### config.mk
export PLATFORM = sky130hd
export DESIGN_NAME = uart_console_master_flat
export DESIGN_NICKNAME = d
export VERILOG_FILES = /design/src/rtl/uninasoc_pkg.sv /design/src/rtl/uart_console_master_if.sv /design/src/rtl/uart_console_master.sv /design/src/flat_wrapper.sv
export SDC_FILE = /design/constraint.sdc
export NUM_CORES = 1
export LEC_CHECK = 0
export ABC_CLOCK_PERIOD_IN_PS = 2350
export CAP_MARGIN = 20
export CORE_UTILIZATION = 37
export DETAILED_ROUTE_END_ITERATION = 8
export PLACE_DENSITY = 0.81
export SLEW_MARGIN = 20
export SYNTH_ARGS = -nofsm -noshare
export SYNTH_HDL_FRONTEND = slang
export SYNTH_SLANG_ARGS = --single-unit
### constraint.sdc
create_clock -name clock_i -period 2.35 [get_ports clock_i]
set_input_delay 0.3525 -clock clock_i [delete_from_list [all_inputs] [get_ports clock_i]]
set_output_delay 0.3525 -clock clock_i [all_outputs]
set_load 0.01 [all_outputs]
### src/rtl/uninasoc_pkg.sv
// Shared definitions for the UART console master: register map, STAT bits,
// AXI response helper and the console FSM state encoding.
package uninasoc_pkg;

  localparam logic [31:0] UART_RXFIFO_OFF = 32'h0000_0000;
  localparam logic [31:0] UART_TXFIFO_OFF = 32'h0000_0004;
  localparam logic [31:0] UART_STAT_OFF   = 32'h0000_0008;
  localparam logic [31:0] UART_CTRL_OFF   = 32'h0000_000C;

  localparam int unsigned UART_STAT_RX_VALID_BIT = 0;
  localparam int unsigned UART_STAT_TX_FULL_BIT  = 3;

  // Flush both FIFOs, leave interrupts disabled.
  localparam logic [31:0] UART_CTRL_INIT = 32'h0000_0003;

  localparam logic [1:0] AXI_RESP_OKAY = 2'b00;

  typedef enum logic [3:0] {
    INIT_W  = 4'd0,
    INIT_B  = 4'd1,
    IDLE    = 4'd2,
    POLL_AR = 4'd3,
    POLL_R  = 4'd4,
    RD_AR   = 4'd5,
    RD_R    = 4'd6,
    WR_AW   = 4'd7,
    WR_B    = 4'd8,
    GAP     = 4'd9
  } uart_cm_state_e;

  function automatic logic axi_resp_err(input logic [1:0] resp);
    return (resp != AXI_RESP_OKAY);
  endfunction

endpackage

### src/rtl/uart_console_master_if.sv
// AXI-lite bundle (aw/w/b/ar/r) between the console master and the UART slave.
interface uart_console_master_if;

  logic [31:0] awaddr;
  logic [2:0]  awprot;
  logic        awvalid;
  logic        awready;
  logic [31:0] wdata;
  logic [3:0]  wstrb;
  logic        wvalid;
  logic        wready;
  logic [1:0]  bresp;
  logic        bvalid;
  logic        bready;
  logic [31:0] araddr;
  logic [2:0]  arprot;
  logic        arvalid;
  logic        arready;
  logic [31:0] rdata;
  logic [1:0]  rresp;
  logic        rvalid;
  logic        rready;

  modport master (
    output awaddr, awprot, awvalid, input awready,
    output wdata, wstrb, wvalid, input wready,
    input  bresp, bvalid, output bready,
    output araddr, arprot, arvalid, input arready,
    input  rdata, rresp, rvalid, output rready
  );

  modport slave (
    input  awaddr, awprot, awvalid, output awready,
    input  wdata, wstrb, wvalid, output wready,
    output bresp, bvalid, input bready,
    input  araddr, arprot, arvalid, output arready,
    output rdata, rresp, rvalid, input rready
  );

endinterface

### src/rtl/uart_console_master.sv
// Polls a memory-mapped UART over AXI-lite and bridges its FIFOs to simple
// valid/ready byte streams; RX is served before TX and one transaction is in flight.
module uart_console_master
  import uninasoc_pkg::*;
#(
  parameter logic [31:0] BASE_ADDR = 32'h0,
  parameter int unsigned POLL_GAP  = 16
) (
  input  logic                          clock_i,
  input  logic                          reset_ni,
  input  logic [7:0]                    tx_data_i,
  input  logic                          tx_valid_i,
  output logic                          tx_ready_o,
  output logic [7:0]                    rx_data_o,
  output logic                          rx_valid_o,
  input  logic                          rx_ready_i,
  output logic                          err_o,
  uart_console_master_if.master         m_axilite
);

  localparam logic [7:0] GAP_LOAD = 8'(POLL_GAP);

  uart_cm_state_e state_q, state_d;
  logic [31:0]    awaddr_q, awaddr_d;
  logic           awvalid_q, awvalid_d;
  logic [31:0]    wdata_q, wdata_d;
  logic [3:0]     wstrb_q, wstrb_d;
  logic           wvalid_q, wvalid_d;
  logic           bready_q, bready_d;
  logic [31:0]    araddr_q, araddr_d;
  logic           arvalid_q, arvalid_d;
  logic           rready_q, rready_d;
  logic           aw_done_q, aw_done_d;
  logic           w_done_q, w_done_d;
  logic [7:0]     rx_data_q, rx_data_d;
  logic           rx_valid_q, rx_valid_d;
  logic           tx_ready_q, tx_ready_d;
  logic           err_q, err_d;
  logic [7:0]     gap_cnt_q, gap_cnt_d;

  logic aw_hs_s, w_hs_s, b_hs_s, ar_hs_s, r_hs_s;
  logic aw_done_s, w_done_s;
  logic r_err_s, b_err_s;
  logic stat_rx_s, stat_txfull_s;
  logic unused_rdata_s;

  assign aw_hs_s       = awvalid_q & m_axilite.awready;
  assign w_hs_s        = wvalid_q & m_axilite.wready;
  assign b_hs_s        = bready_q & m_axilite.bvalid;
  assign ar_hs_s       = arvalid_q & m_axilite.arready;
  assign r_hs_s        = rready_q & m_axilite.rvalid;
  // AW and W complete independently; a channel stays done once its handshake happened.
  assign aw_done_s     = aw_done_q | aw_hs_s;
  assign w_done_s      = w_done_q | w_hs_s;
  assign r_err_s       = axi_resp_err(m_axilite.rresp);
  assign b_err_s       = axi_resp_err(m_axilite.bresp);
  assign stat_rx_s     = m_axilite.rdata[UART_STAT_RX_VALID_BIT];
  assign stat_txfull_s = m_axilite.rdata[UART_STAT_TX_FULL_BIT];
  assign unused_rdata_s = ^m_axilite.rdata[31:8];

  // Next-state and next-output logic of the console FSM.
  always_comb begin
    state_d    = state_q;
    awaddr_d   = awaddr_q;
    awvalid_d  = awvalid_q;
    wdata_d    = wdata_q;
    wstrb_d    = wstrb_q;
    wvalid_d   = wvalid_q;
    bready_d   = bready_q;
    araddr_d   = araddr_q;
    arvalid_d  = arvalid_q;
    rready_d   = rready_q;
    aw_done_d  = aw_done_q;
    w_done_d   = w_done_q;
    rx_data_d  = rx_data_q;
    tx_ready_d = 1'b0;
    err_d      = err_q;
    gap_cnt_d  = gap_cnt_q;

    if (rx_valid_q && rx_ready_i) begin
      rx_valid_d = 1'b0;
    end else begin
      rx_valid_d = rx_valid_q;
    end

    case (state_q)
      INIT_W: begin
        awaddr_d  = BASE_ADDR + UART_CTRL_OFF;
        wdata_d   = UART_CTRL_INIT;
        wstrb_d   = 4'hF;
        awvalid_d = ~aw_done_s;
        wvalid_d  = ~w_done_s;
        if (aw_done_s && w_done_s) begin
          aw_done_d = 1'b0;
          w_done_d  = 1'b0;
          bready_d  = 1'b1;
          state_d   = INIT_B;
        end else begin
          aw_done_d = aw_done_s;
          w_done_d  = w_done_s;
        end
      end

      INIT_B: begin
        if (b_hs_s) begin
          bready_d = 1'b0;
          err_d    = err_q | b_err_s;
          state_d  = IDLE;
        end else begin
          bready_d = 1'b1;
        end
      end

      IDLE: begin
        state_d = POLL_AR;
      end

      POLL_AR: begin
        if (ar_hs_s) begin
          arvalid_d = 1'b0;
          rready_d  = 1'b1;
          state_d   = POLL_R;
        end else begin
          arvalid_d = 1'b1;
          araddr_d  = BASE_ADDR + UART_STAT_OFF;
        end
      end

      POLL_R: begin
        if (r_hs_s) begin
          rready_d = 1'b0;
          // A failed STAT read carries no trustworthy status, so just back off.
          if (r_err_s) begin
            err_d     = 1'b1;
            gap_cnt_d = GAP_LOAD;
            state_d   = GAP;
          end else if (stat_rx_s && !rx_valid_q) begin
            state_d = RD_AR;
          end else if (tx_valid_i && !stat_txfull_s) begin
            tx_ready_d = 1'b1;
            awaddr_d   = BASE_ADDR + UART_TXFIFO_OFF;
            wdata_d    = {24'h0, tx_data_i};
            wstrb_d    = 4'h1;
            state_d    = WR_AW;
          end else begin
            gap_cnt_d = GAP_LOAD;
            state_d   = GAP;
          end
        end else begin
          rready_d = 1'b1;
        end
      end

      RD_AR: begin
        if (ar_hs_s) begin
          arvalid_d = 1'b0;
          rready_d  = 1'b1;
          state_d   = RD_R;
        end else begin
          arvalid_d = 1'b1;
          araddr_d  = BASE_ADDR + UART_RXFIFO_OFF;
        end
      end

      RD_R: begin
        if (r_hs_s) begin
          rready_d  = 1'b0;
          gap_cnt_d = GAP_LOAD;
          state_d   = GAP;
          if (r_err_s) begin
            err_d = 1'b1;
          end else begin
            rx_data_d  = m_axilite.rdata[7:0];
            rx_valid_d = 1'b1;
          end
        end else begin
          rready_d = 1'b1;
        end
      end

      WR_AW: begin
        awvalid_d = ~aw_done_s;
        wvalid_d  = ~w_done_s;
        if (aw_done_s && w_done_s) begin
          aw_done_d = 1'b0;
          w_done_d  = 1'b0;
          bready_d  = 1'b1;
          state_d   = WR_B;
        end else begin
          aw_done_d = aw_done_s;
          w_done_d  = w_done_s;
        end
      end

      WR_B: begin
        if (b_hs_s) begin
          bready_d  = 1'b0;
          err_d     = err_q | b_err_s;
          gap_cnt_d = GAP_LOAD;
          state_d   = GAP;
        end else begin
          bready_d = 1'b1;
        end
      end

      GAP: begin
        if (gap_cnt_q <= 8'd1) begin
          gap_cnt_d = 8'd0;
          state_d   = IDLE;
        end else begin
          gap_cnt_d = gap_cnt_q - 8'd1;
        end
      end

      default: begin
        awvalid_d = 1'b0;
        wvalid_d  = 1'b0;
        bready_d  = 1'b0;
        arvalid_d = 1'b0;
        rready_d  = 1'b0;
        aw_done_d = 1'b0;
        w_done_d  = 1'b0;
        state_d   = INIT_W;
      end
    endcase
  end

  // State and output registers; reset drops any transaction in flight.
  always_ff @(posedge clock_i or negedge reset_ni) begin
    if (!reset_ni) begin
      state_q    <= INIT_W;
      awaddr_q   <= 32'h0;
      awvalid_q  <= 1'b0;
      wdata_q    <= 32'h0;
      wstrb_q    <= 4'h0;
      wvalid_q   <= 1'b0;
      bready_q   <= 1'b0;
      araddr_q   <= 32'h0;
      arvalid_q  <= 1'b0;
      rready_q   <= 1'b0;
      aw_done_q  <= 1'b0;
      w_done_q   <= 1'b0;
      rx_data_q  <= 8'h0;
      rx_valid_q <= 1'b0;
      tx_ready_q <= 1'b0;
      err_q      <= 1'b0;
      gap_cnt_q  <= 8'h0;
    end else begin
      state_q    <= state_d;
      awaddr_q   <= awaddr_d;
      awvalid_q  <= awvalid_d;
      wdata_q    <= wdata_d;
      wstrb_q    <= wstrb_d;
      wvalid_q   <= wvalid_d;
      bready_q   <= bready_d;
      araddr_q   <= araddr_d;
      arvalid_q  <= arvalid_d;
      rready_q   <= rready_d;
      aw_done_q  <= aw_done_d;
      w_done_q   <= w_done_d;
      rx_data_q  <= rx_data_d;
      rx_valid_q <= rx_valid_d;
      tx_ready_q <= tx_ready_d;
      err_q      <= err_d;
      gap_cnt_q  <= gap_cnt_d;
    end
  end

  assign m_axilite.awaddr  = awaddr_q;
  assign m_axilite.awprot  = 3'b000;
  assign m_axilite.awvalid = awvalid_q;
  assign m_axilite.wdata   = wdata_q;
  assign m_axilite.wstrb   = wstrb_q;
  assign m_axilite.wvalid  = wvalid_q;
  assign m_axilite.bready  = bready_q;
  assign m_axilite.araddr  = araddr_q;
  assign m_axilite.arprot  = 3'b000;
  assign m_axilite.arvalid = arvalid_q;
  assign m_axilite.rready  = rready_q;

  assign tx_ready_o = tx_ready_q;
  assign rx_data_o  = rx_data_q;
  assign rx_valid_o = rx_valid_q;
  assign err_o      = err_q;

endmodule
### src/flat_wrapper.sv
// flat-port wrapper written by rule: the top's interface ports become plain ports
module uart_console_master_flat import uninasoc_pkg::*;
#(
  parameter logic [31:0] BASE_ADDR = 32'h0,
  parameter int unsigned POLL_GAP  = 16
)
  (clock_i, reset_ni, tx_data_i, tx_valid_i, tx_ready_o, rx_data_o, rx_valid_o, rx_ready_i, err_o, m_axilite_awaddr, m_axilite_awprot, m_axilite_awvalid, m_axilite_awready, m_axilite_wdata, m_axilite_wstrb, m_axilite_wvalid, m_axilite_wready, m_axilite_bresp, m_axilite_bvalid, m_axilite_bready, m_axilite_araddr, m_axilite_arprot, m_axilite_arvalid, m_axilite_arready, m_axilite_rdata, m_axilite_rresp, m_axilite_rvalid, m_axilite_rready);
  uart_console_master_if m_axilite_i ();
  input  logic clock_i;
  input  logic reset_ni;
  input  logic [7:0] tx_data_i;
  input  logic tx_valid_i;
  output logic tx_ready_o;
  output logic [7:0] rx_data_o;
  output logic rx_valid_o;
  input  logic rx_ready_i;
  output logic err_o;
  output wire logic [$bits(m_axilite_i.awaddr)-1:0] m_axilite_awaddr;
  output wire logic [$bits(m_axilite_i.awprot)-1:0] m_axilite_awprot;
  output wire logic [$bits(m_axilite_i.awvalid)-1:0] m_axilite_awvalid;
  input wire logic [$bits(m_axilite_i.awready)-1:0] m_axilite_awready;
  output wire logic [$bits(m_axilite_i.wdata)-1:0] m_axilite_wdata;
  output wire logic [$bits(m_axilite_i.wstrb)-1:0] m_axilite_wstrb;
  output wire logic [$bits(m_axilite_i.wvalid)-1:0] m_axilite_wvalid;
  input wire logic [$bits(m_axilite_i.wready)-1:0] m_axilite_wready;
  input wire logic [$bits(m_axilite_i.bresp)-1:0] m_axilite_bresp;
  input wire logic [$bits(m_axilite_i.bvalid)-1:0] m_axilite_bvalid;
  output wire logic [$bits(m_axilite_i.bready)-1:0] m_axilite_bready;
  output wire logic [$bits(m_axilite_i.araddr)-1:0] m_axilite_araddr;
  output wire logic [$bits(m_axilite_i.arprot)-1:0] m_axilite_arprot;
  output wire logic [$bits(m_axilite_i.arvalid)-1:0] m_axilite_arvalid;
  input wire logic [$bits(m_axilite_i.arready)-1:0] m_axilite_arready;
  input wire logic [$bits(m_axilite_i.rdata)-1:0] m_axilite_rdata;
  input wire logic [$bits(m_axilite_i.rresp)-1:0] m_axilite_rresp;
  input wire logic [$bits(m_axilite_i.rvalid)-1:0] m_axilite_rvalid;
  output wire logic [$bits(m_axilite_i.rready)-1:0] m_axilite_rready;
  assign m_axilite_awaddr = m_axilite_i.awaddr;
  assign m_axilite_awprot = m_axilite_i.awprot;
  assign m_axilite_awvalid = m_axilite_i.awvalid;
  assign m_axilite_i.awready = m_axilite_awready;
  assign m_axilite_wdata = m_axilite_i.wdata;
  assign m_axilite_wstrb = m_axilite_i.wstrb;
  assign m_axilite_wvalid = m_axilite_i.wvalid;
  assign m_axilite_i.wready = m_axilite_wready;
  assign m_axilite_i.bresp = m_axilite_bresp;
  assign m_axilite_i.bvalid = m_axilite_bvalid;
  assign m_axilite_bready = m_axilite_i.bready;
  assign m_axilite_araddr = m_axilite_i.araddr;
  assign m_axilite_arprot = m_axilite_i.arprot;
  assign m_axilite_arvalid = m_axilite_i.arvalid;
  assign m_axilite_i.arready = m_axilite_arready;
  assign m_axilite_i.rdata = m_axilite_rdata;
  assign m_axilite_i.rresp = m_axilite_rresp;
  assign m_axilite_i.rvalid = m_axilite_rvalid;
  assign m_axilite_rready = m_axilite_i.rready;
  uart_console_master #(.BASE_ADDR(BASE_ADDR), .POLL_GAP(POLL_GAP)) u_core (.clock_i(clock_i), .reset_ni(reset_ni), .tx_data_i(tx_data_i), .tx_valid_i(tx_valid_i), .tx_ready_o(tx_ready_o), .rx_data_o(rx_data_o), .rx_valid_o(rx_valid_o), .rx_ready_i(rx_ready_i), .err_o(err_o), .m_axilite(m_axilite_i));
endmodule
# After elaboration in Yosys (flattened, before gate mapping)
# Index checks and enable logic that the tools add are counted.
[classes]
magnitude_cmp = 1
addsub = 1
n_eq_ne = 30
bitwise = 13
n_reduce_logical = 29
muxes = 66
[op_table]
columns = ["cell", "count"]
rows = [
  ["$mux 32", 10],
  ["$pmux 32 s2", 3],
  ["$mux 4", 16],
  ["$mux 8", 7],
  ["$pmux 4 s10", 1],
  ["$pmux 8 s4", 1],
  ["$ne 2x1->1 const B", 15],
  ["$mux 1", 19],
  ["$eq 4x3->1 const B", 4],
  ["$reduce_or 8->1", 2],
  ["$pmux 1 s2", 6],
  ["$reduce_or 6->1", 2],
  ["$reduce_bool 2->1", 5],
  ["$reduce_and 9->1", 1],
  ["$eq 4x2->1 const B", 2],
  ["$eq 4x4->1 const B", 2],
  ["$le 8x1->1 const B", 1],
  ["$ne 2x2->1 const B", 4],
  ["$pmux 4 s2", 1],
  ["$reduce_or 2->1", 4],
  ["$sub 8x1->8 const B", 1],
  ["$ne 3x2->1 const B", 2],
  ["$pmux 1 s3", 2],
  ["$reduce_and 3->1", 2],
  ["other kinds (12)", 27],
]
[word_totals]
word_cells = 157
register_bits = 130
inputBits = 53
output_inout_bits = 122

# Depth between registers and ports, before layout
# Gate-level depths: netlist of run 1.
[depth]
word_depth = 7
ltp_mapped = 6
mapped_depth_nobuf = 6

# Least setup slack after synthesis of run 1
# OpenSTA, ideal clock, no wires.
[synth_timing]
kind = "register -> register"
from = "register u_core.gap_cnt_q[0]"
to = "register u_core.state_q[0]"
slack_ns = 0.538
setup_ns = 0.125
path_buffers = 0
t_required_ns = 2.225
arrival_ns = 1.687
stages_incl_launch_ff = 7
path_cell_list = "dfrtp_1 > inv_1 > ha_1 > or2_2 > a31o_2 > nand4_1 > mux2_2"
[synth_via]
elab_chain_cells = 3
[synth_lines]
columns = ["element", "line_no", "text"]
rows = [
  ["from (decl)", "uart_console_master.sv:39", "logic [7:0] gap_cnt_q, gap_cnt_d;"],
  ["from (signal assigned)", "uart_console_master.sv:265", "gap_cnt_q <= gap_cnt_d;"],
  ["$le 8x1->1", "uart_console_master.sv:207", "if (gap_cnt_q <= 8'd1) begin"],
  ["$ne 2x1->1 (no line)", "n/a", ""],
  ["$reduce_and 9->1 (no line)", "n/a", ""],
  ["to (signal assigned)", "uart_console_master.sv:249", "state_q <= state_d;"],
  ["to (decl)", "uart_console_master.sv:23", "uart_cm_state_e state_q, state_d;"],
]
# No other way between the ends.
# A chain may end at the register's enable or synchronous reset.

# Final worst setup path of run 1
[layout_timing]
from = "register u_core.state_q[2]"
to = "register u_core.state_q[2]"
[layout_via]
elab_chain_cells = 3
[layout_lines]
columns = ["element", "line_no", "text"]
rows = [
  ["$eq 4x4->1 (tied with other cells)", "uart_console_master.sv:86", "case (state_q)"],
  ["$ne 2x1->1 (no line)", "n/a", ""],
  ["$reduce_and 9->1 (no line)", "n/a", ""],
]
# Parallel ways exist; a longest one is shown, timed or not.

==> qor.json, run 1 <==
{
  "status": "finished clean",
  "regToRegStartpoint": "u_core.state_q[2]$_DFFE_PN0P_",
  "detailedRoute.firstIterationViolations": 97,
  "layout_common_cells": "91 x sky130_fd_sc_hd__conb_1, 58 x sky130_fd_sc_hd__clkdlybuf4s50_1, 41 x sky130_fd_sc_hd__dfrtp_1, 17 x sky130_fd_sc_hd__nand2_1, 13 x sky130_fd_sc_hd__a21oi_1",
  "static-leakage-power_nw": 1.563,
  "power_switching_share": 0.4109,
  "clk_root_buffer_cell": "sky130_fd_sc_hd__clkbuf_8",
  "powerDensity_nw_per_um2": 916.9,
  "unrepaired_setup_endpoints_after_global_routing": "false",
  "drc": 0,
  "dp_hpwl_um": 4051,
  "path_delay_family": "simple AND/OR/NAND/NOR gates",
  "number_of_enable_flip_flop_cells_after_synthesis": 0,
  "fin_skew_ps": 5.269,
  "synth-warning-count": 0,
  "timing.critical_path.cells": "nor4_1 -> o22ai_1 -> nand4_1 -> mux2_2",
  "cts_tree": "built",
  "initial_antenna_violation_count": 0,
  "path_class": "register to register",
  "achievable-frequency_mhz": 482.2,
  "worst_pin_slew_ps": 597.5,
  "grt_start_max_net_pins": 28,
  "nets": 416,
  "timing.final.max_slew_violations": 0,
  "final_critical_path_setup_slack_ps": 276.2,
  "insertion_delay_to_the_later_sink_of_the_worst_skew_pair_ps": 300,
  "fin_crit_ps": 2074,
  "globalRouteTotalUtil": 0.1408,
  "top_layer_used": "met4",
  "layout_commonest_cell": "sky130_fd_sc_hd__conb_1",
  "via_count_of_the_first_global_routing_pass": 1866,
  "detail_route.wl_per_cell_um": 11.57,
  "min_path_type": "register to register",
  "comb_power_share": 0.469,
  "avgSynthCellArea_um2": 9.399,
  "routed_wirelength_um": 5334,
  "synthArstFlopShare": 1.000,
  "antennaDiodeCount": 0,
  "critical_path.startpoint_type": "register",
  "setup.reg_to_reg.worst_slack_ps": 280,
  "critPathMaxStageDelay_ps": 600,
  "post_drt_via_cell_ratio": 4.597,
  "synth_sequential_area_ratio": 0.3651,
  "cellInternalPower_mw": 1.762,
  "finalSetupViolCount": 0,
  "io-pin-count": 175,
  "met3_wl_post_dr_um": 458,
  "port_buffers": 59,
  "layout_overhead_on_the_synthesized_area_pct": 16.07,
  "cp_max_fo": 20,
  "fp.dieArea_um2": 7948,
  "ir_drop_mv": 0.3789,
  "global_route_wire_length_before_repair_um": 8556,
  "timing.final.crit_share": 0.8825,
  "cts-root-to-sink-buffers": 2,
  "floorplan.initialDensity": 0.3854,
  "cell_row_count": 31,
  "syn_area_um2": 2810,
  "hold_path.startpoint": "u_core.err_o$_DFFE_PN0P_",
  "place_congestion": 0.8172,
  "crit_arrival_ps": 2260,
  "length_of_routed_wiring_on_met1_um": 2226,
  "sequential_cell_area_um2": 1026,
  "clkPwrFrac": 0.152,
  "worstSetupPathDepth": 4,
  "yosys_register_bits": 41,
  "overall_overflow_remaining_after_global_route": 0,
  "ctsResizeCount": 0,
  "postCtsSetupRepairBufs": 0,
  "min_delay_worst_endpoint": "u_core.err_o$_DFFE_PN0P_",
  "max-slew-margin-rel": 0.6016,
  "die-width_um": 89.15,
  "whs_path_depth": 1,
  "dpl_worst_slack_ps": -7.319,
  "cts_max_level": 2,
  "synth_cell_types": 47,
  "met2RoutedLength_um": 2578,
  "synthCells": 299,
  "drv.max_cap_violation_count": 0,
  "worst-path-buf-inv": 0,
  "postRouteAntennaNets": 0,
  "layout-drive-gt1-share": 0.1022,
  "layout.filler_cells": 710,
  "critical_path.slowest_cell": "sky130_fd_sc_hd__dfrtp_1",
  "placeableCoreArea_um2": 7292,
  "reg2reg_depth": 4,
  "critical_path.endpoint_type": "register",
  "vias": 2119,
  "report.final.hold_viol_count": 0,
  "seqPwrFrac": 0.380,
  "power.switching_mw": 1.229,
  "worst_setup_hold_path_clk_slew_ps": 80,
  "clock_sink_count": 41,
  "hold_ws_ps": 469.0,
  "cts_buffers": 5,
  "required_ps": 2540,
  "drt_first_pass_iters": 4,
  "multi_input_area_um2": 1340,
  "die_h_um": 89.15,
  "ys_dominant_reg_cell": "sky130_fd_sc_hd__dfrtp_1",
  "worstReg2RegEnd": "u_core.state_q[2]$_DFFE_PN0P_"
}
-- stage by stage --
step	utilization	area (µm²)	TNS (ps)	instances	power [mW]
floorplan	-	3148	0	389	2.193
global placement	0.4346	3169	0	452	2.475
detailed placement	0.4346	3169	-10.94	452	2.541
CTS	0.4473	3262	0	461	3.007
global route	0.4473	3262	0	461	3.247
finish	0.4473	3262	0	461	2.991
-- worst max path at each step --
stage | to | start
6_report | u_core.state_q[2]$_DFFE_PN0P_ | u_core.state_q[2]$_DFFE_PN0P_
5_1_grt | u_core.rx_data_o[0]$_DFFE_PN0P_ | u_core.state_q[2]$_DFFE_PN0P_
4_1_cts | u_core.rx_data_o[3]$_DFFE_PN0P_ | u_core.state_q[2]$_DFFE_PN0P_
3_5_place_dp | u_core.m_axilite.wdata[6]$_DFFE_PN0P_ | m_axilite_rresp[1]
3_3_place_gp | u_core.m_axilite.wdata[3]$_DFFE_PN0P_ | m_axilite_rresp[1]
2_1_floorplan | u_core.state_q[0]$_DFFE_PN0P_ | u_core.gap_cnt_q[0]$_DFFE_PN0P_
-- kinds of logic after synthesis --
logic type               synth area share
AND/OR/NAND/NOR                    0.1238
adder cells (fa/ha/maj)          0.008903
buffers and inverters              0.2783
XOR/XNOR                          0.01247
AO/OA/AOI/OAI                      0.1554
multiplexers                      0.05476
other                            0.001334
flip-flops                         0.3651
-- synthesized netlist by cell type, drive strengths merged (2+ instances only) --
cell type / n / area, µm²
a22o: 8 / 70.07
nand3: 5 / 25.02
nand2b: 4 / 25.02
or2: 3 / 18.77
ha: 2 / 25.02
nor3: 3 / 15.01
nand4: 2 / 12.51
inv: 7 / 26.28
a221oi: 2 / 17.52
buf: 100 / 740.7
o31ai: 2 / 15.01
mux2: 11 / 123.9
dfrtp: 41 / 1026
xor2: 3 / 26.28
nor4: 2 / 12.51
o21ai: 10 / 50.05
clkbuf: 4 / 15.01
a31oi: 7 / 43.79
nand2: 17 / 63.81
nor2: 12 / 45.04
o21bai: 2 / 15.01
or3: 2 / 12.51
a31o: 2 / 17.52
o41ai: 2 / 17.52
nor2b: 4 / 25.02
mux2i: 3 / 30.03
a21o: 5 / 37.54
o22ai: 3 / 18.77
a21oi: 13 / 65.06
nor3b: 2 / 25.02
-- what timing repair did --
item,CTS,global route
setup endpoints to repair,0,0
hold buffers,1,0
endpoints found under the hold margin,14,0
-- power by group through the flow --
stage	sequential, mW	clock [mW]	combinational (mW)
2_1_floorplan	1.06	0	1.13
3_3_place_gp	1.13	0	1.35
3_5_place_dp	1.14	0	1.40
4_1_cts	1.13	0.471	1.41
5_1_grt	1.17	0.502	1.57
6_report	1.14	0.454	1.40
-- layout make-up --
| cell class | instances | share of cell area |
|---|---|---|
| flip-flops and latches | 41 | 0.3145 |
| clock inverters | 2 | 0.003069 |
| repair buffers | 69 | 0.2033 |
| multi-input cells | 237 | 0.4108 |
| well taps | 99 | 0.03797 |
| inverters | 7 | 0.008055 |
| clock buffers | 6 | 0.02225 |
-- worst register-to-register path: cells and delay by family (launching register included) --
family | cells | cell delay (ps)
flip-flops | 1 | 600
AND/OR/NAND/NOR | 2 | 760
multiplexers | 1 | 370
AO/OA/AOI/OAI | 1 | 230
-- per-layer routing --
layer  up-vias  GRT usage
li1        977          -
met1      1009     0.1694
met2       122     0.2436
met3        11    0.04155
met4         0    0.04185
met5         -          0
-- state kept, by name (all words and copies together), names as in the netlist, 2 cells and up --
| signal | flops |
|---|---|
| u_core.rx_data_o | 8 |
| u_core.m_axilite.wdata | 8 |
| u_core.state_q | 4 |
| u_core.gap_cnt_q | 8 |
| u_core.m_axilite.wstrb | 2 |
Power figures use the tool's default switching activity.
==> inputs of run 2 (changes only) <==
--- a/config.mk
+++ b/config.mk
@@ -6,10 +6,10 @@
 export NUM_CORES = 1
 export LEC_CHECK = 0
 export ABC_CLOCK_PERIOD_IN_PS = 2350
-export CAP_MARGIN = 20
 export CORE_UTILIZATION = 37
 export DETAILED_ROUTE_END_ITERATION = 8
 export PLACE_DENSITY = 0.81
+export SKIP_LAST_GASP = 1
 export SLEW_MARGIN = 20
 export SYNTH_ARGS = -nofsm -noshare
 export SYNTH_HDL_FRONTEND = slang
==> constraint.sdc (replaced) <==
create_clock -name clock_i -period 2.35 [get_ports clock_i]
set_input_delay 0.3525 -clock clock_i [delete_from_list [all_inputs] [get_ports clock_i]]
set_output_delay 0.3525 -clock clock_i [all_outputs]
set_load 0.02 [all_outputs]
==> results of run 2 <==
Same layout as run 1 (identical final DEF). Status: finished clean.
Among the figures that moved: total power 2.991 mW -> 3.117 mW; worst IR drop on VDD 0.3789 mV -> 0.4072 mV
